$ cat config.mk
export PLATFORM = sky130hd
export DESIGN_NAME = seq_chunk_adder_flat
export DESIGN_NICKNAME = d
export VERILOG_FILES = /design/src/rtl/seq_chunk_adder_pkg.sv /design/src/rtl/seq_chunk_adder_if.sv /design/src/rtl/seq_chunk_adder_chunk_adder.sv /design/src/rtl/seq_chunk_adder.sv /design/src/flat_wrapper.sv
export SDC_FILE = /design/constraint.sdc
export NUM_CORES = 1
export LEC_CHECK = 0
export BUFFER_PORTS_ARGS = -buffer_cell sky130_fd_sc_hd__buf_2
export CAP_MARGIN = 40
export CORE_MARGIN = 2
export CORE_UTILIZATION = 49
export DETAILED_ROUTE_END_ITERATION = 12
export GPL_ROUTABILITY_DRIVEN = 0
export GPL_TIMING_DRIVEN = 0
export PLACE_DENSITY_LB_ADDON = 0.3
export SLEW_MARGIN = 25
export SYNTH_ARGS = -nofsm -noshare
export SYNTH_HDL_FRONTEND = slang
export SYNTH_SLANG_ARGS = --single-unit
$ cat constraint.sdc
create_clock -name clk -period 3.06 [get_ports clk]
set_clock_uncertainty 0.2 [all_clocks]
set_input_delay 0.306 -clock clk [delete_from_list [all_inputs] [get_ports clk]]
set_output_delay 0.306 -clock clk [all_outputs]
set_load 0.02 [all_outputs]
$ cat src/rtl/seq_chunk_adder_pkg.sv
// Shared definitions for the chunk-serial adder.
// Holds the FSM encoding and a helper that sizes the chunk counter.
package seq_chunk_adder_pkg;

  typedef enum logic [1:0] {
    IDLE = 2'd0,
    RUN  = 2'd1,
    DONE = 2'd2
  } state_e;

  // A one-chunk configuration still needs a 1-bit counter to exist.
  function automatic int counterWidth(input int nChunk);
    return (nChunk > 1) ? $clog2(nChunk) : 1;
  endfunction

endpackage

$ cat src/rtl/seq_chunk_adder_if.sv
// Start/ready/done handshake and result bus of the chunk-serial adder.
// The requester drives master; the adder sits on slave.
interface seq_chunk_adder_if #(parameter int WIDTH = 16);

  logic             start;
  logic [WIDTH-1:0] a;
  logic [WIDTH-1:0] b;
  logic             cin;
  logic             ready;
  logic             done;
  logic [WIDTH-1:0] sum;
  logic             cout;
  logic             ovf;

  modport master (
    output start, a, b, cin,
    input  ready, done, sum, cout, ovf
  );

  modport slave (
    input  start, a, b, cin,
    output ready, done, sum, cout, ovf
  );

endinterface

$ cat src/rtl/seq_chunk_adder_chunk_adder.sv
// CHUNK-bit ripple chain of full-adder cells; purely combinational.
// cmsb_o is the carry entering the top bit, needed for signed overflow.
module seq_chunk_adder_chunk_adder #(
  parameter int CHUNK = 4
) (
  input  logic [CHUNK-1:0] a_i,
  input  logic [CHUNK-1:0] b_i,
  input  logic             cin_i,
  output logic [CHUNK-1:0] sum_o,
  output logic             cout_o,
  output logic             cmsb_o
);

  // The carry is rippled through a loop-local variable so the chain
  // does not feed back through a single vector signal.
  always_comb begin
    logic carry;
    carry  = cin_i;
    sum_o  = '0;
    cmsb_o = cin_i;
    for (int i = 0; i < CHUNK; i++) begin
      if (i == CHUNK - 1) begin
        cmsb_o = carry;
      end
      sum_o[i] = a_i[i] ^ b_i[i] ^ carry;
      carry    = (a_i[i] & b_i[i]) | (carry & (a_i[i] ^ b_i[i]));
    end
    cout_o = carry;
  end

endmodule

$ cat src/rtl/seq_chunk_adder.sv
// Multi-cycle two's-complement adder: adds WIDTH-bit operands CHUNK bits per
// clock, LSB chunk first, and publishes Sum/Cout/Ovf only on completion.
module seq_chunk_adder
  import seq_chunk_adder_pkg::*;
#(
  parameter int WIDTH = 16,
  parameter int CHUNK = 4
) (
  input  logic            clk,
  input  logic            rst,
  seq_chunk_adder_if.slave bus
);

  localparam int NCHUNK = WIDTH / CHUNK;
  localparam int KW     = counterWidth(NCHUNK);
  localparam logic [KW-1:0] K_LAST = KW'(NCHUNK - 1);

  generate
    if ((CHUNK < 1) || (CHUNK > WIDTH) || ((WIDTH % CHUNK) != 0)) begin : gBadParams
      $error("seq_chunk_adder: WIDTH must be a positive multiple of CHUNK");
    end
  endgenerate

  state_e           state_q;
  logic [KW-1:0]    k_q;
  logic             carry_q;
  logic [WIDTH-1:0] a_q;
  logic [WIDTH-1:0] b_q;
  logic [WIDTH-1:0] part_q;
  logic [WIDTH-1:0] part_d;
  logic [WIDTH-1:0] sum_q;
  logic             cout_q;
  logic             ovf_q;
  logic             ready_q;
  logic             done_q;

  logic [CHUNK-1:0] chunkA;
  logic [CHUNK-1:0] chunkB;
  logic [CHUNK-1:0] chunkSum;
  logic             chunkCout;
  logic             chunkCmsb;

  // Select chunk k of the latched operands with constant slices only.
  always_comb begin
    chunkA = '0;
    chunkB = '0;
    for (int i = 0; i < NCHUNK; i++) begin
      if (k_q == KW'(i)) begin
        chunkA = a_q[i*CHUNK +: CHUNK];
        chunkB = b_q[i*CHUNK +: CHUNK];
      end
    end
  end

  seq_chunk_adder_chunk_adder #(.CHUNK(CHUNK)) uChunk (
    .a_i    (chunkA),
    .b_i    (chunkB),
    .cin_i  (carry_q),
    .sum_o  (chunkSum),
    .cout_o (chunkCout),
    .cmsb_o (chunkCmsb)
  );

  always_comb begin
    part_d = part_q;
    for (int i = 0; i < NCHUNK; i++) begin
      if (k_q == KW'(i)) begin
        part_d[i*CHUNK +: CHUNK] = chunkSum;
      end
    end
  end

  // Single FSM with registered handshake and result outputs; the result
  // registers load only on the final RUN cycle, so partials stay hidden.
  always_ff @(posedge clk) begin
    if (rst) begin
      state_q <= IDLE;
      k_q     <= '0;
      carry_q <= 1'b0;
      a_q     <= '0;
      b_q     <= '0;
      part_q  <= '0;
      sum_q   <= '0;
      cout_q  <= 1'b0;
      ovf_q   <= 1'b0;
      ready_q <= 1'b1;
      done_q  <= 1'b0;
    end else begin
      case (state_q)
        IDLE: begin
          done_q <= 1'b0;
          if (bus.start) begin
            a_q     <= bus.a;
            b_q     <= bus.b;
            carry_q <= bus.cin;
            k_q     <= '0;
            part_q  <= '0;
            ready_q <= 1'b0;
            state_q <= RUN;
          end
        end
        RUN: begin
          part_q  <= part_d;
          carry_q <= chunkCout;
          k_q     <= k_q + 1'b1;
          if (k_q == K_LAST) begin
            sum_q   <= part_d;
            cout_q  <= chunkCout;
            ovf_q   <= chunkCmsb ^ chunkCout;
            done_q  <= 1'b1;
            state_q <= DONE;
          end
        end
        DONE: begin
          done_q  <= 1'b0;
          ready_q <= 1'b1;
          state_q <= IDLE;
        end
        default: begin
          done_q  <= 1'b0;
          ready_q <= 1'b1;
          state_q <= IDLE;
        end
      endcase
    end
  end

  assign bus.ready = ready_q;
  assign bus.done  = done_q;
  assign bus.sum   = sum_q;
  assign bus.cout  = cout_q;
  assign bus.ovf   = ovf_q;

endmodule

$ cat src/flat_wrapper.sv
// flat-port wrapper written by rule: the top's interface ports become plain ports
module seq_chunk_adder_flat import seq_chunk_adder_pkg::*;
#(
  parameter int WIDTH = 16,
  parameter int CHUNK = 4
)
  (clk, rst, bus_start, bus_a, bus_b, bus_cin, bus_ready, bus_done, bus_sum, bus_cout, bus_ovf);
  seq_chunk_adder_if #(.WIDTH(WIDTH)) bus_i ();
  input  logic clk;
  input  logic rst;
  input wire logic [$bits(bus_i.start)-1:0] bus_start;
  input wire logic [$bits(bus_i.a)-1:0] bus_a;
  input wire logic [$bits(bus_i.b)-1:0] bus_b;
  input wire logic [$bits(bus_i.cin)-1:0] bus_cin;
  output wire logic [$bits(bus_i.ready)-1:0] bus_ready;
  output wire logic [$bits(bus_i.done)-1:0] bus_done;
  output wire logic [$bits(bus_i.sum)-1:0] bus_sum;
  output wire logic [$bits(bus_i.cout)-1:0] bus_cout;
  output wire logic [$bits(bus_i.ovf)-1:0] bus_ovf;
  assign bus_i.start = bus_start;
  assign bus_i.a = bus_a;
  assign bus_i.b = bus_b;
  assign bus_i.cin = bus_cin;
  assign bus_ready = bus_i.ready;
  assign bus_done = bus_i.done;
  assign bus_sum = bus_i.sum;
  assign bus_cout = bus_i.cout;
  assign bus_ovf = bus_i.ovf;
  seq_chunk_adder #(.WIDTH(WIDTH), .CHUNK(CHUNK)) u_core (.clk(clk), .rst(rst), .bus(bus_i));
endmodule
Word-level counts from Yosys, hierarchy flattened
Index checks and enable logic that the tools add are counted.
W data, S select, Z words.
{"block": "word_totals", "reg_bits": 73, "input_bits": 36, "output_inout_bits": 20, "word_cells": 72}
{"block": "op_classes", "n_addsub": 1, "n_eq_ne": 6, "mux": 23, "bitwise": 22, "reduce_logical": 9}
{"cell": "$mux W4", "n": 12}
{"cell": "$pmux W16 S2", "n": 1}
{"cell": "$mux W16", "n": 1}
{"cell": "$reduce_and A2 Y1", "n": 5}
{"cell": "$xor A1 B1 Y1", "n": 9}
{"cell": "$and A1 B1 Y1", "n": 8}
{"cell": "$pmux W2 S2", "n": 2}
{"cell": "$mux W2", "n": 3}
{"cell": "$eq A2 B1 Y1 const B", "n": 2}
{"cell": "$eq A2 B2 Y1 const B", "n": 2}
{"cell": "$logic_not A2 Y1", "n": 2}
{"cell": "$or A1 B1 Y1", "n": 4}
{"cell": "$pmux W1 S2", "n": 2}
{"cell": "$add A2 B1 Y2 const B", "n": 1}
{"cell": "$mux W1", "n": 2}
{"cell": "$ne A2 B1 Y1 const B", "n": 1}
{"cell": "$ne A2 B2 Y1 const B", "n": 1}
{"cell": "$reduce_bool A2 Y1", "n": 1}
{"cell": "$reduce_or A2 Y1", "n": 1}
{"cell": "$not A1 Y1", "n": 1}

Depth between registers and ports, before layout
Gate-level depths: netlist (run 1).
{"block": "logic_depth", "depth_word": 15, "ltp_mapped": 14, "ltp_nobuf": 12}

Cells and area by module
From an unflattened synthesis (run 1), not the netlist that was laid out.
{"block": "unflattened", "cells_unflattened": 362, "hier_area_um2": 3041.7}
{"module": "seq_chunk_adder", "n_inst": 1, "cells_per_inst": 350, "area_each_um2": 2931.6, "seq_area_each_um2": 1381.3}
{"module": "seq_chunk_adder_chunk_adder", "n_inst": 1, "cells_per_inst": 12, "area_each_um2": 110.1, "seq_area_each_um2": 0.0}

Worst setup path after synthesis (run 1)
No wires, ideal clock.
{"block": "synth_timing", "kind": "register to register", "startpoint": "reg u_core.k_q[0]", "endpoint": "reg u_core.sum_q[3] (netlist: u_core.bus.sum[3])", "setup_ns": 0.070, "t_arrival_ns": 3.113, "t_required_ns": 2.790, "path_slack_ns": -0.323, "path_stages_with_launch": 15, "path_buffers": 2, "period_less_slack_ns": 3.383, "path_cell_list": "dfxtp_1 inv_1 ha_1 nor2b_1 buf_2 a221o_1 a22oi_1 fa_1 fa_1 inv_1 fa_1 fa_1 buf_1 mux2i_1 o2bb2ai_1"}
{"block": "synth_between", "elab_chain_cells": 14, "elab_cells_between_ends": 28, "cone_classes": "eq/ne: 3; mux: 9; bitwise: 14; reduce/logical: 2"}
{"element": "start, declared", "line": "seq_chunk_adder.sv:25", "rtl": "logic [KW-1:0] k_q;"}
{"element": "start signal, assigned", "line": "seq_chunk_adder.sv:105", "rtl": "k_q <= k_q + 1'b1;"}
{"element": "$logic_not A2 Y1", "line": "seq_chunk_adder.sv:48, seq_chunk_adder.sv:67"}
{"element": "$mux W4 (4 in series)", "line": "seq_chunk_adder.sv:48", "rtl": "if (k_q == KW'(i)) begin"}
{"element": "$xor A1 B1 Y1", "line": "seq_chunk_adder_chunk_adder.sv:26", "rtl": "carry = (a_i[i] & b_i[i]) | (carry & (a_i[i] ^ b_i[i]));"}
{"element": "$and A1 B1 Y1", "line": "seq_chunk_adder_chunk_adder.sv:26"}
{"element": "$or A1 B1 Y1", "line": "seq_chunk_adder_chunk_adder.sv:26"}
{"element": "$and A1 B1 Y1", "line": "seq_chunk_adder_chunk_adder.sv:26"}
{"element": "$or A1 B1 Y1", "line": "seq_chunk_adder_chunk_adder.sv:26"}
{"element": "$and A1 B1 Y1", "line": "seq_chunk_adder_chunk_adder.sv:26"}
{"element": "$or A1 B1 Y1", "line": "seq_chunk_adder_chunk_adder.sv:26"}
{"element": "$xor A1 B1 Y1", "line": "seq_chunk_adder_chunk_adder.sv:25", "rtl": "sum_o[i] = a_i[i] ^ b_i[i] ^ carry;"}
{"element": "$mux W4", "line": "seq_chunk_adder.sv:67", "rtl": "if (k_q == KW'(i)) begin"}
{"element": "end signal, assigned", "line": "seq_chunk_adder.sv:107", "rtl": "sum_q <= part_d;"}
{"element": "end, declared", "line": "seq_chunk_adder.sv:31", "rtl": "logic [WIDTH-1:0] sum_q;"}
Several ways; a longest one is shown, not always the timed one.
A chain may end at the register's enable or synchronous reset.

Worst setup path after layout (run 1)
{"block": "layout_timing", "startpoint": "reg u_core.k_q[1]", "endpoint": "reg u_core.sum_q[3] (netlist: u_core.bus.sum[3])"}
The elaborated chain is that of the path after synthesis.

==> results.yml, run 1 <==
outcome:
  outcome: "finished with violations"
  violations: "negative setup slack"
critical_path:
  critPathCaptureType: "register"
  critPathLaunchType: "register"
  crit_type: "register to register"
  crit_fanout: 7
  crit_arrival_ns: 3.31
  critPathRequiredTime_ns: 3.13
power_and_ir_drop:
  leakagePower_nw: 1.74
  p_int_mw: 1.56
  p_sw_share_pct: 26.7
  combPwrFrac_pct: 16.8
  clkPwrFrac_pct: 38.3
  p_switching_uw: 566
  p_seq_share_pct: 44.9
  peakVddDrop_v: 0.000289
  p_per_area_mw_per_mm2: 514
grt:
  grt_max_degree: 13
  top_usage_layer: "met2"
  grt_pass1_vias: 2611
  grt_pass1_wl_um: 12200
  use_met3_pct: 5.76
  use_met1_pct: 29.5
  grtUsageTotal_pct: 24.4
  use_met2_pct: 41.4
  gr-total-overflow: 0
  antenna_found_initial: 0
cts:
  cts_tree: "built"
  clk_pin_slew_ns: 0.08
  htreeDepth: 3
  cts_buffers: 9
  cts-root-buf: "clkbuf_8"
  cts.sinks: 69
  clockBufferDepth: 2
  insertion_delay_ns: 0.35
logic_synthesis:
  synth_seq_cells: 69
  syn_area_mm2: 0.00299
  syn_area_per_cell_um2: 9.04
  synth_top_cells_by_count: "70 x nand2_1, 69 x dfxtp_1, 50 x a21oi_1, 13 x a22o_1, 12 x inv_1"
  synth-edff-count: 0
  synthFlopType: "dfxtp_1"
  synth.distinct_cells: 41
  synth_area_leader_cell: "dfxtp_1"
  synth.most_common_cell: "nand2_1"
  synth_fp_nets: 375
  netlist_instances: 331
  synth_top_area_share_pct: 46.2
  synthArstFlopShare_pct: 0
  synth_warnings: 0
  synthTopCellsByArea: "dfxtp_1 46%, nand2_1 8.8%, a21oi_1 8.4%"
  ys_seq_area_share_pct: 46.2
finish:
  drive_above_1_share_pct: 30.9
  post-route-util_pct: 69.8
  nets: 479
  num_antenna_cells: 0
  areaGrowthSynthToFinish_pct: 38.2
  num-fill-cells: 472
  instances_no_fill: 515
sta:
  maxSlewHeadroom_pct: 58.7
  setup_ws_ns: -0.182
  clock.fmax_mhz: 308
  setup_viol: 10
  slew_violations: 0
  rsz0062_at_grt: "yes"
  period_share_pct: 106
  period_minus_slack_ns: 3.24
  worst_pin_slew_ns: 0.615
  tns_ns: -1.32
  final_hold_viol_count: 0
drt:
  vias: 2770
  dr.pass1.iters: 4
  via_per_inst: 5.38
  wirelength_um: 7890
  routedWlPerCell_um: 15.3
  drc_errors: 0
  drt.antenna.violating_nets: 0
  first_iter_violations: 177
die:
  ioPinCount: 56
  initial_core_util_pct: 50.5
  rows: 28
  fp.dieW_um: 82.1
  die_y_um: 82.1
  dieArea_mm2: 0.00675
  fp.coreArea_mm2: 0.00592
placement:
  port_buffers: 55
  dp_hpwl_um: 5190
  dp_slack_ns: -0.344
  dp_cells: 461
hold_path:
  hold_class: "input port to register"
job:
  cap_violations: 0
[sequential cells by signal, indices dropped and copies added, names as in the netlist]
register          flops
u_core.bus.sum       16
u_core.b_q           16
u_core.bus.cout       1
u_core.carry_q        1
u_core.state_q        2
u_core.bus.ready      1
u_core.part_q        12
u_core.bus.done       1
u_core.bus.ovf        1
u_core.a_q           16
u_core.k_q            2
[cell families (layout without fill, tap and decap cells)]
logic type      Yosys count  in the layout  synth area share (%)
compound gates          107            107                  24.8
xor+xnor                  1              1                 0.293
fa+ha+maj                 8              8                  4.35
buf+inv                  41            150                  7.28
flops                    69             69                  46.2
mux                       6              6                  2.01
simple gates             99             99                  15.1
[worst paths after layout]
check	startpoint	to	slack [ns]	cells past startpoint
setup / recovery	u_core.k_q[1]	u_core.bus.sum[3]	-0.18	12
hold / removal	bus_a[15]	u_core.a_q[15]	0.01	3
setup reg to reg	u_core.k_q[1]	u_core.bus.sum[3]	-0.18	12
hold reg to reg	u_core.b_q[9]	u_core.b_q[9]	0.26	2
[layout make-up]
| cell class | instances | area (um^2) | area share (%) |
|---|---|---|---|
| multi-input combinational | 221 | 1510 | 36.6 |
| sequential | 69 | 1390 | 33.5 |
| timing repair buffer | 96 | 656 | 15.9 |
| buffer | 25 | 213 | 5.14 |
| clock buffer | 10 | 128 | 3.09 |
| tap | 75 | 93.8 | 2.27 |
| clock inverter | 6 | 86.3 | 2.09 |
| inverter | 13 | 58.8 | 1.42 |
[timing repair]
| action | in CTS | in global routing |
|---|---|---|
| cloned | 0 | 1 |
| setup endpoints to repair | 17 | 17 |
| resized for setup | 16 | 19 |
| pin swaps | 7 | 11 |
| endpoints found under the hold margin | 27 | 0 |
| setup buffers | 8 | 5 |
| hold buffers | 27 | 0 |
[power groups by stage]
stage	registers (mW)	logic, mW	clock network (mW)
6_report	0.953	0.357	0.813
5_1_grt	0.956	0.389	0.867
4_1_cts	0.952	0.339	0.824
3_5_place_dp	0.972	0.294	0
3_3_place_gp	0.971	0.288	0
2_1_floorplan	0.968	0.205	0
[metrics by stage]
stage                     power, mW  instance area [um^2]  hold WS [ns]
final                          2.12                  4140        0.0136
after global routing           2.21                  4140       0.00537
after CTS                      2.11                  4020       0.00332
after detailed placement       1.27                  3420         0.239
after global placement         1.26                  3420         0.237
after floorplan                1.17                  3050         0.236
[critical path, cell delays in order (launching register included)]
cell       delay (ns)
dfxtp_2          0.37
inv_4            0.06
ha_4             0.18
buf_8            0.13
a221o_1          0.32
a22oi_2          0.18
fa_2             0.24
fa_2             0.20
inv_2            0.04
fa_2             0.35
fa_2             0.64
mux2i_1          0.10
o2bb2ai_1        0.15
[metal layers]
metal / up-vias / wire length (um)
met5: - / 0
met3: 17 / 331
li1: 1361 / -
met4: 0 / 144
met2: 78 / 3960
met1: 1314 / 3460
[placed cells by master, fill, tap and decap left out, types with 2 or more instances in the layout]
cell	count
a21oi_1	48
o31ai_1	4
buf_8	2
o22ai_2	4
a221oi_1	4
ha_4	4
a22oi_2	3
buf_4	15
inv_6	2
nor3b_1	3
clkbuf_8	9
nand3_1	5
nor2b_1	5
o2bb2ai_1	7
dfxtp_1	67
o21ai_0	6
dlygate4sd3_1	27
clkbuf_1	6
a21oi_4	2
mux2i_1	5
clkinv_2	2
fa_2	4
inv_4	2
buf_6	9
a32o_1	4
buf_2	62
nand2_1	70
a221o_1	4
inv_1	9
bufinv_16	2
a22o_1	13
nand2b_1	2
nor2_1	7
(Power assumes the default switching activity.)
==> run 2, diff against run 1 <==
Settings changed: HOLD_SLACK_MARGIN set to 0.08.
==> results.yml, run 2 (same netlist as run 1, synthesis figures left out) <==
outcome:
  outcome: "finished with violations"
  violations: "negative setup slack"
critical_path:
  crit_type: "register to register"
  critical-path-max-stage-delay_ns: 0.64
  cp_cell_sequence: "inv_4 > ha_4 > buf_8 > a221o_1 > a22oi_2 > fa_2 > fa_2 > inv_2 > fa_2 > fa_2 > mux2i_1 > o2bb2ai_1"
  critPathLaunchType: "register"
  crit_family: "adder cells"
  r2r_slack_ns: -0.18
  critPathRequiredTime_ns: 3.14
  crit_fanout: 7
  crit_arrival_ns: 3.31
  worst-path-buf-inv: 3
  cp_common_cell: "fa_2"
  critPathCaptureType: "register"
  cpMaxStageDelayCell: "fa_2"
finish:
  final_cell_mix: "70 x nand2_1, 67 x dfxtp_1, 62 x buf_2"
  mostFrequentLayoutCell: "nand2_1"
  final_area_mm2: 0.00419
  num_antenna_cells: 0
  nets: 484
  drive_above_1_share_pct: 30.6
  instances_no_fill: 520
  areaGrowthSynthToFinish_pct: 39.9
die:
  initial_core_util_pct: 50.5
  fp.dieW_um: 82.1
  fp.coreArea_mm2: 0.00592
  die_y_um: 82.1
  dieArea_mm2: 0.00675
  ioPinCount: 56
  rows: 28
sta:
  period_share_pct: 106
  clock.fmax_mhz: 309
  setup_viol: 10
  maxSlewHeadroom_pct: 57.7
  tns_ns: -1.31
  slew_violations: 0
  setup_ws_ns: -0.177
  worst_hold_slack_ns: 0.128
  rsz0062_at_grt: "yes"
  period_minus_slack_ns: 3.24
  worst_pin_slew_ns: 0.630
  final_hold_viol_count: 0
placement:
  port_buffers: 55
  dp_cells: 461
  dp_hpwl_um: 5190
  postPlaceCellArea_mm2: 0.00342
drt:
  first_iter_violations: 242
  vias: 2763
  via_per_inst: 5.31
  drc_errors: 0
  dr.pass1.iters: 4
  wirelength_um: 8000
  drt.antenna.violating_nets: 0
  routedWlPerCell_um: 15.4
grt:
  grt_max_degree: 13
  grt_pass1_wl_um: 12300
  grtUsageTotal_pct: 24.6
  antenna_found_initial: 0
  gr-total-overflow: 0
  grt_pass1_vias: 2615
hold_path:
  hold_class: "input port to register"
power_and_ir_drop:
  p_per_area_mw_per_mm2: 510
  peakVddDrop_v: 0.000304
  leakagePower_nw: 1.76
  finalPower_mw: 2.13
job:
  cap_violations: 0
cts:
  clockBufferDepth: 2
  cts.sinks: 69
  cts_buffers: 9
  cts-root-buf: "clkbuf_8"
  clk_pin_slew_ns: 0.07
  htreeDepth: 3
  cts_tree: "built"
  insertion_delay_ns: 0.35
run 2: changes by cell type in the layout (fill, tap and decap cells not counted), sizes merged:
cell	change
dlygate4sd3	+5
run 2: through the flow:
step	util [%]	setup WS, ns
2_1_floorplan	-	-0.0626
3_3_place_gp	57.8	-0.305
3_5_place_dp	57.8	-0.344
4_1_cts	68.7	-0.244
5_1_grt	70.7	-0.284
6_report	70.7	-0.177
run 2: path summary, 6_finish.rpt:
kind	from	end	cells past startpoint
setup / recovery	u_core.k_q[1]	u_core.bus.sum[3]	12
hold / removal	bus_cin	u_core.carry_q	3
setup reg to reg	u_core.k_q[1]	u_core.bus.sum[3]	12
hold reg to reg	u_core.b_q[9]	u_core.b_q[9]	2
run 2: routing by layer:
| layer | share of wire, % | track usage [%] | routed length, um | vias up |
|---|---|---|---|---|
| met5 | 0 | 0 | 0 | - |
| met4 | 1.3 | 9.33 | 106 | 0 |
| met3 | 3.9 | 5.76 | 310 | 9 |
| met2 | 51 | 42.2 | 4050 | 64 |
| met1 | 44 | 30.0 | 3530 | 1321 |
| li1 | - | - | - | 1369 |
run 2: worst reg2reg max path: stages, from the launching register on:
cell and delay, ns:
dfxtp_2 0.37, inv_4 0.06, ha_4 0.18, buf_8 0.13, a221o_1 0.32, a22oi_2 0.18, fa_2 0.24, fa_2 0.20
inv_2 0.04, fa_2 0.35, fa_2 0.64, mux2i_1 0.10, o2bb2ai_1 0.15
run 2: cell type report:
cell class                 instances  area (um^2)
fill                             465         1740
multi-input combinational        221         1510
sequential                        69         1390
timing repair buffer             101          706
buffer                            25          213
clock buffer                      10          128
tap                               75         93.8
clock inverter                     6         86.3
inverter                          13         58.8
run 2: what timing repair did:
action                                 CTS  global route
hold buffers                            32             0
cloned                                   0             1
setup endpoints to repair               17            17
gates resized for setup                 16            19
pin swaps                                7            11
setup buffers                            8             5
endpoints found under the hold margin   32             0
run 2: report_power, final:
group / internal (mW) / switching, mW / total [mW]
logic: 0.170 / 0.193 / 0.363
registers: 0.932 / 0.0209 / 0.953
clock network: 0.459 / 0.358 / 0.817
total: 1.56 / 0.572 / 2.13
